`src/rtl/alu_arbiter.sv`:
```
// Round-robin arbiter that shares one combinational ALU between two requesters.
// Each operation passes through IDLE (grant and latch), EXEC (capture the result) and RESP (return it).
//
// Handshakes: a request moves on a clock edge where reqN_valid && reqN_ready.
// A response moves on a clock edge where rspN_valid && rspN_ready.
// reqN_ready is combinational from the valids and last_q, and is only high in IDLE.
// rspN_valid is only high in RESP, and only for the owning port.
// A request that is dropped before it is granted latches nothing.
module alu_arbiter #(
    parameter int WIDTH = 32,
    parameter int OPC_W = 5,
    parameter int CNT_W = 16
) (
    input  logic             clk,
    input  logic             rst_n,
    input  logic             req0_valid,
    output logic             req0_ready,
    input  logic [OPC_W-1:0] req0_opc,
    input  logic [WIDTH-1:0] req0_op1,
    input  logic [WIDTH-1:0] req0_op2,
    input  logic             req1_valid,
    output logic             req1_ready,
    input  logic [OPC_W-1:0] req1_opc,
    input  logic [WIDTH-1:0] req1_op1,
    input  logic [WIDTH-1:0] req1_op2,
    output logic             rsp0_valid,
    input  logic             rsp0_ready,
    output logic [WIDTH-1:0] rsp0_res,
    output logic             rsp1_valid,
    input  logic             rsp1_ready,
    output logic [WIDTH-1:0] rsp1_res,
    output logic [OPC_W-1:0] alu_opc,
    output logic [WIDTH-1:0] alu_op1,
    output logic [WIDTH-1:0] alu_op2,
    input  logic [WIDTH-1:0] alu_res,
    output logic             busy,
    output logic [CNT_W-1:0] op_count,
    output logic [1:0]       dbg_state
);

    typedef enum logic [1:0] {
        IDLE = 2'd0,
        EXEC = 2'd1,
        RESP = 2'd2
    } state_t;

    state_t           state_q, state_d;
    logic             owner_q, owner_d;
    logic             last_q, last_d;
    logic [OPC_W-1:0] opc_q, opc_d;
    logic [WIDTH-1:0] op1_q, op1_d;
    logic [WIDTH-1:0] op2_q, op2_d;
    logic [WIDTH-1:0] res_q, res_d;
    logic [CNT_W-1:0] cnt_q, cnt_d;
    logic             gnt0, gnt1, rsp_hs;

    // On a tie, the requester that was not served last wins.
    always_comb begin
        gnt0 = 1'b0;
        gnt1 = 1'b0;
        if (rst_n && state_q == IDLE) begin
            gnt0 = req0_valid && (!req1_valid || last_q);
            gnt1 = req1_valid && (!req0_valid || !last_q);
        end
    end

    assign rsp_hs = (state_q == RESP) && (owner_q ? rsp1_ready : rsp0_ready);

    always_comb begin
        state_d = state_q;
        owner_d = owner_q;
        last_d  = last_q;
        opc_d   = opc_q;
        op1_d   = op1_q;
        op2_d   = op2_q;
        res_d   = res_q;
        cnt_d   = cnt_q;
        case (state_q)
            IDLE: begin
                if (gnt0 || gnt1) begin
                    owner_d = gnt1;
                    opc_d   = gnt1 ? req1_opc : req0_opc;
                    op1_d   = gnt1 ? req1_op1 : req0_op1;
                    op2_d   = gnt1 ? req1_op2 : req0_op2;
                    state_d = EXEC;
                end
            end
            EXEC: begin
                res_d   = alu_res;
                state_d = RESP;
            end
            RESP: begin
                if (rsp_hs) begin
                    last_d  = owner_q;
                    cnt_d   = cnt_q + CNT_W'(1);
                    state_d = IDLE;
                end
            end
            default: state_d = IDLE;
        endcase
    end

    always_ff @(posedge clk or negedge rst_n) begin
        if (!rst_n) begin
            state_q <= IDLE;
            owner_q <= 1'b0;
            last_q  <= 1'b1;
            opc_q   <= '0;
            op1_q   <= '0;
            op2_q   <= '0;
            res_q   <= '0;
            cnt_q   <= '0;
        end else begin
            state_q <= state_d;
            owner_q <= owner_d;
            last_q  <= last_d;
            opc_q   <= opc_d;
            op1_q   <= op1_d;
            op2_q   <= op2_d;
            res_q   <= res_d;
            cnt_q   <= cnt_d;
        end
    end

    assign req0_ready = gnt0;
    assign req1_ready = gnt1;
    assign rsp0_valid = (state_q == RESP) && !owner_q;
    assign rsp1_valid = (state_q == RESP) && owner_q;
    assign rsp0_res   = res_q;
    assign rsp1_res   = res_q;
    assign alu_opc    = opc_q;
    assign alu_op1    = op1_q;
    assign alu_op2    = op2_q;
    assign busy       = (state_q != IDLE);
    assign op_count   = cnt_q;
    assign dbg_state  = state_q;

endmodule

```
`config.mk`:
```
export PLATFORM = sky130hd
export DESIGN_NAME = alu_arbiter
export DESIGN_NICKNAME = d
export VERILOG_FILES = /design/src/rtl/alu_arbiter.sv
export SDC_FILE = /design/constraint.sdc
export NUM_CORES = 1
export LEC_CHECK = 0
export ABC_AREA = 1
export CAP_MARGIN = 20
export CORE_ASPECT_RATIO = 1.25
export CORE_MARGIN = 1.5
export CORE_UTILIZATION = 35
export CTS_CLUSTER_SIZE = 24
export DETAILED_ROUTE_END_ITERATION = 8
export PLACE_DENSITY = 0.77
export SLEW_MARGIN = 20
export SYNTH_ARGS = -nofsm -noshare
export SYNTH_HDL_FRONTEND = slang
export SYNTH_SLANG_ARGS = --single-unit
```
`constraint.sdc`:
```
create_clock -name clk -period 1.7 [get_ports clk]
set_input_delay 0.34 -clock clk [delete_from_list [all_inputs] [get_ports clk]]
set_output_delay 0.34 -clock clk [all_outputs]
set_load 0.01 [all_outputs]
```
# Yosys cells after proc, flatten, opt, wreduce, memory -nomap -nowiden
# Cells that the tools add are included.
# totals
reg_bits	121
out_inout_bits	156
inputBits	176
word_cells	40
# classes
n_eq_ne	4
n_mux	9
n_addsub	1
reduce_logical	18
# ops
op	n
two-way mux 32 bit	2
adder 16 x 1 -> 16 bit (second input constant)	1
logical AND 1 bit	6
one-hot mux 2 bit (3 select lines)	1
AND reduction 2 bit	3
two-way mux 5 bit	1
logical NOT 1 bit	4
two-way mux 2 bit	2
logical OR 1 bit	3
two-way mux 1 bit	3
== test 2 x 1 -> 1 bit (second input constant)	1
== test 2 bit (second input constant)	1
logical NOT 2 bit	1
inequality test 2 x 1 -> 1 bit (second input constant)	1
inequality test 2 bit (second input constant)	1
nonzero test 2 bit	1

# Logic depth before layout (Yosys ltp)
# logic_depth
word_depth	7
depth_mapped	10
ltp_nobuf	8

# Worst setup path before layout
# Ideal clock, no wire load.
# synth_timing
path_type	register to register
from	reg state_q[0], in the netlist dbg_state[0]
to	reg op2_q[21], in the netlist alu_op2[21]
n_path_buf	2
arrival_time_ps	1329
path_stages_with_launch	11
required_time_ps	1583
setup_ps	117
synth_period_minus_slack_ps	1446
path_slack_ps	254
path_cell_list	dfrtp_1 inv_2 nand3_2 nor2_4 inv_2 nand2_2 inv_2 buf_6 buf_6 nand2_1 nand2_1
# synth_via
elab_chain_cells	5
word_cells_on_any_way	7
classes_between	mux: 3; reduce/logical: 4
# synth_rtl
item	line_no	rtl
start, declared	47	state_t state_q, state_d;
start signal, assigned	114	state_q <= state_d;
logical NOT 2 bit *	61, 78	
logical AND 1 bit	61	if (rst_n && state_q == IDLE) begin
two-way mux 1 bit	61	
logical OR 1 bit	80	if (gnt0 || gnt1) begin
AND reduction 2 bit (no line)	-	
end signal, assigned	119	op2_q <= op2_d;
end, declared	52	logic [WIDTH-1:0] op2_q, op2_d;
# Every way passes the cells marked *; elsewhere a longest branch is shown, timed or not.
# A chain may end at the register's enable or synchronous reset.

# Worst setup path after layout
# layout_timing
from	reg last_q
to	out req0_ready
# layout_via
elab_chain_cells	3
# layout_rtl
item	line_no	rtl
start, declared	49	logic last_q, last_d;
start signal, assigned	116	last_q <= last_d;
logical OR 1 bit	62	gnt0 = req0_valid && (!req1_valid || last_q);
logical AND 1 bit	62	
two-way mux 1 bit	61	
end, declared	17	output logic req0_ready,
# Every way passes these cells.

==> metrics <==
outcome=completed; detailed-route wire length=19650 um; Mapped Area=5923 um2; vias in the first global route=5719; Cell Chain, Critical Path=inv_1 -> nand2_1 -> nand3_2 -> inv_2 -> buf_2; RSZ-0062 raised after global routing=yes; Vias/cell=4.551; Required @ worst endpoint=1.36 ns; Post-CTS Hold Fix Bufs=0; met3 GRT Util=7.055%; Post-DP HPWL=13550 um; Slew @ Worst Pin=0.9137 ns; Async SR Flop Fraction=100.0%; number of synthesized flops with an enable pin=0; Setup CP Type=reg -> out; Setup Viol. Count Final=0; worst-skew pair later-pin latency=0.41 ns; number of synthesized register bits=121; # DRC=0; Worst Slack Setup Final=0.01634 ns; top cell type's share of synthesized area=50.70%; Ys Warns=0; Synth Flop Type=dfrtp_1; clock transition at the registers of the reported paths=0.05 ns; PwrDens=1580 nW/um2; most frequent cell after synthesis=nand2_1; Layout Cells excl Fill=1313; IO Pins=332; Synth Instances=756; Critical-path top delay cell=dfstp_2; largest net degree at the start of global routing=72; Seq/Total Area, Yosys=51.14%; Inserted Clock Buffers=17; Setup WS pre-CTS=-0.2989 ns; die height=148.4 um; GRT Max-Usage Layer=met2; Placed Cells=1267; Worst Path Buf+Inv=3; Max-Cap Viols=0; Final Hold Vio Count=0; Worst R2R Setup Slack=0.10 ns; Pins Over Slew Limit=0; largest cells by area after synthesis=dfrtp_1 51%, nand2_1 30%, mux2_2 6.1%; Synth top cells by count=466 x nand2_1, 120 x dfrtp_1, 32 x buf_4, 32 x mux2_2, 21 x buf_2; TritonCTS clock tree=yes; Buffers on Ports=331; via count=5975; CP top delay family=flip-flops; Initial Util=35.44%; TNS Setup=0 ns; max frequency=593.9 MHz; initial antenna violation count=0; maximum vdd drop=0.0006213 V; remaining antenna violation count after routing=0; wire length per cell=14.96 um; Rows=53; placer's final routability congestion estimate=0.8575; die area=17720 um2; Critical Path End Type=primary output; Final period util=99.04%; GR Layer Usage met1=20.71%; CP startpoint kind=flip-flop; CTS Buffer Depth=2; Inserted Diodes=0; total track usage=20.60%; WP data arrival=1.34 ns; DR pass1 iterations=4; P_leak=5.645 nW; CTS H-Tree Depth=4; number of distinct library cells after synthesis=23; first-pass GRT wire length=28420 um; Slew HR=39.08%; # clock sinks=121; Tmin final=1.684 ns; clock skew=0.01015 ns; Hold Crit Class=in -> async; Synth Net Count=933; Final Net Count=1257; total grt overflow=0; clk root buf=clkbuf_16; critical path peak fanout=3; Synth-to-Final Area Change=74.48%; layout cell share with drive strength beyond 1=11.16%; Max stage delay on crit path=0.55 ns; Design Power=16.33 mW; Starting DRT DRC Count=157; M2 GR Usage=38.41%; Avg Inst Size Synth=7.835 um2; Yosys top cell by area=dfrtp_1; Core ar.=16710 um2; Die Wd=119.4 um
==> routing by layer <==
layer	part of all wire (%)	vias up
met5	0	-
li1	-	2929
met2	52	267
met3	7.9	40
met1	37	2739
met4	3.2	0
==> placed cells by master, fill, tap and decap left out, types with 8 or more instances in the layout <==
cell / instances
buf_4: 24
clkbuf_16: 22
clkdlybuf4s50_1: 248
dfrtp_1: 117
dlygate4sd2_1: 24
dlymetal6s2s_1: 54
inv_1: 17
mux2_2: 32
nand2_1: 464
nand3_1: 8
nor2_1: 16
==> registers in the layout, indices dropped and copies added, names as in the netlist <==
name       flops
dbg_state      2
alu_op2       32
last_q         1
alu_opc        5
op_count      16
owner_q        1
rsp0_res      32
alu_op1       32
==> logic make-up after synthesis <==
kind of cell | synth area share (%)
flops | 51.14
simple gates | 33.00
buf+inv | 8.111
fa+ha+maj | 0.2112
xor+xnor | 0.8874
compound gates | 0.5703
mux | 6.084
==> final timing paths <==
kind / from / end / depth (start not counted)
setup / recovery: last_q / req0_ready / 5
hold / removal: rst_n / rsp0_res[25] / 3
setup reg to reg: last_q / alu_op1[11] / 10
hold reg to reg: alu_op1[15] / alu_op1[15] / 2
max in group asynchronous: rst_n / op_count[12] / 3
min in group clk: alu_op1[15] / alu_op1[15] / 2
==> power breakdown <==
| group | switching (mW) | internal, mW |
|---|---|---|
| Clock | 1.29 | 2.63 |
| Sequential | 0.779 | 4.15 |
| Combinational | 3.40 | 4.08 |
| Total | 5.47 | 10.9 |
==> metrics by stage <==
stage          hold slack, ns  area [um2]  util [%]
6_report               0.1688       10330     61.84
3_3_place_gp           0.4523        9346     55.93
3_5_place_dp           0.4575        9346     55.93
4_1_cts                0.1891       10020     59.95
2_1_floorplan         0.04441        5923         -
5_1_grt                0.2147       10330     61.84
==> timing repair <==
action,CTS,global route
cloned,0,6
pin swaps,1,1
resized for setup,38,74
endpoints found under the setup margin,36,127
hold endpoints to repair,0,0
buffers inserted,7,1
==> worst reg2reg max path, cell delays in order (launching register included) <==
cell	delay [ns]
dfstp_2	0.55
nand2_1	0.07
nand2_2	0.07
nor2_4	0.05
buf_4	0.15
buf_6	0.15
clkbuf_16	0.19
nand2_1	0.07
nand2_1	0.06
nand2_1	0.06
nand2_1	0.06
==> final cells by class <==
cell class	count	area [um2]
tap	220	275.3
clock inverter	13	198.9
multi-input combinational	550	2436
clock buffer	19	442.9
sequential	121	3033
timing repair buffer	368	3859
fill	1445	6376
inverter	22	90.09
No activity file was read; power rests on OpenSTA's default activity.
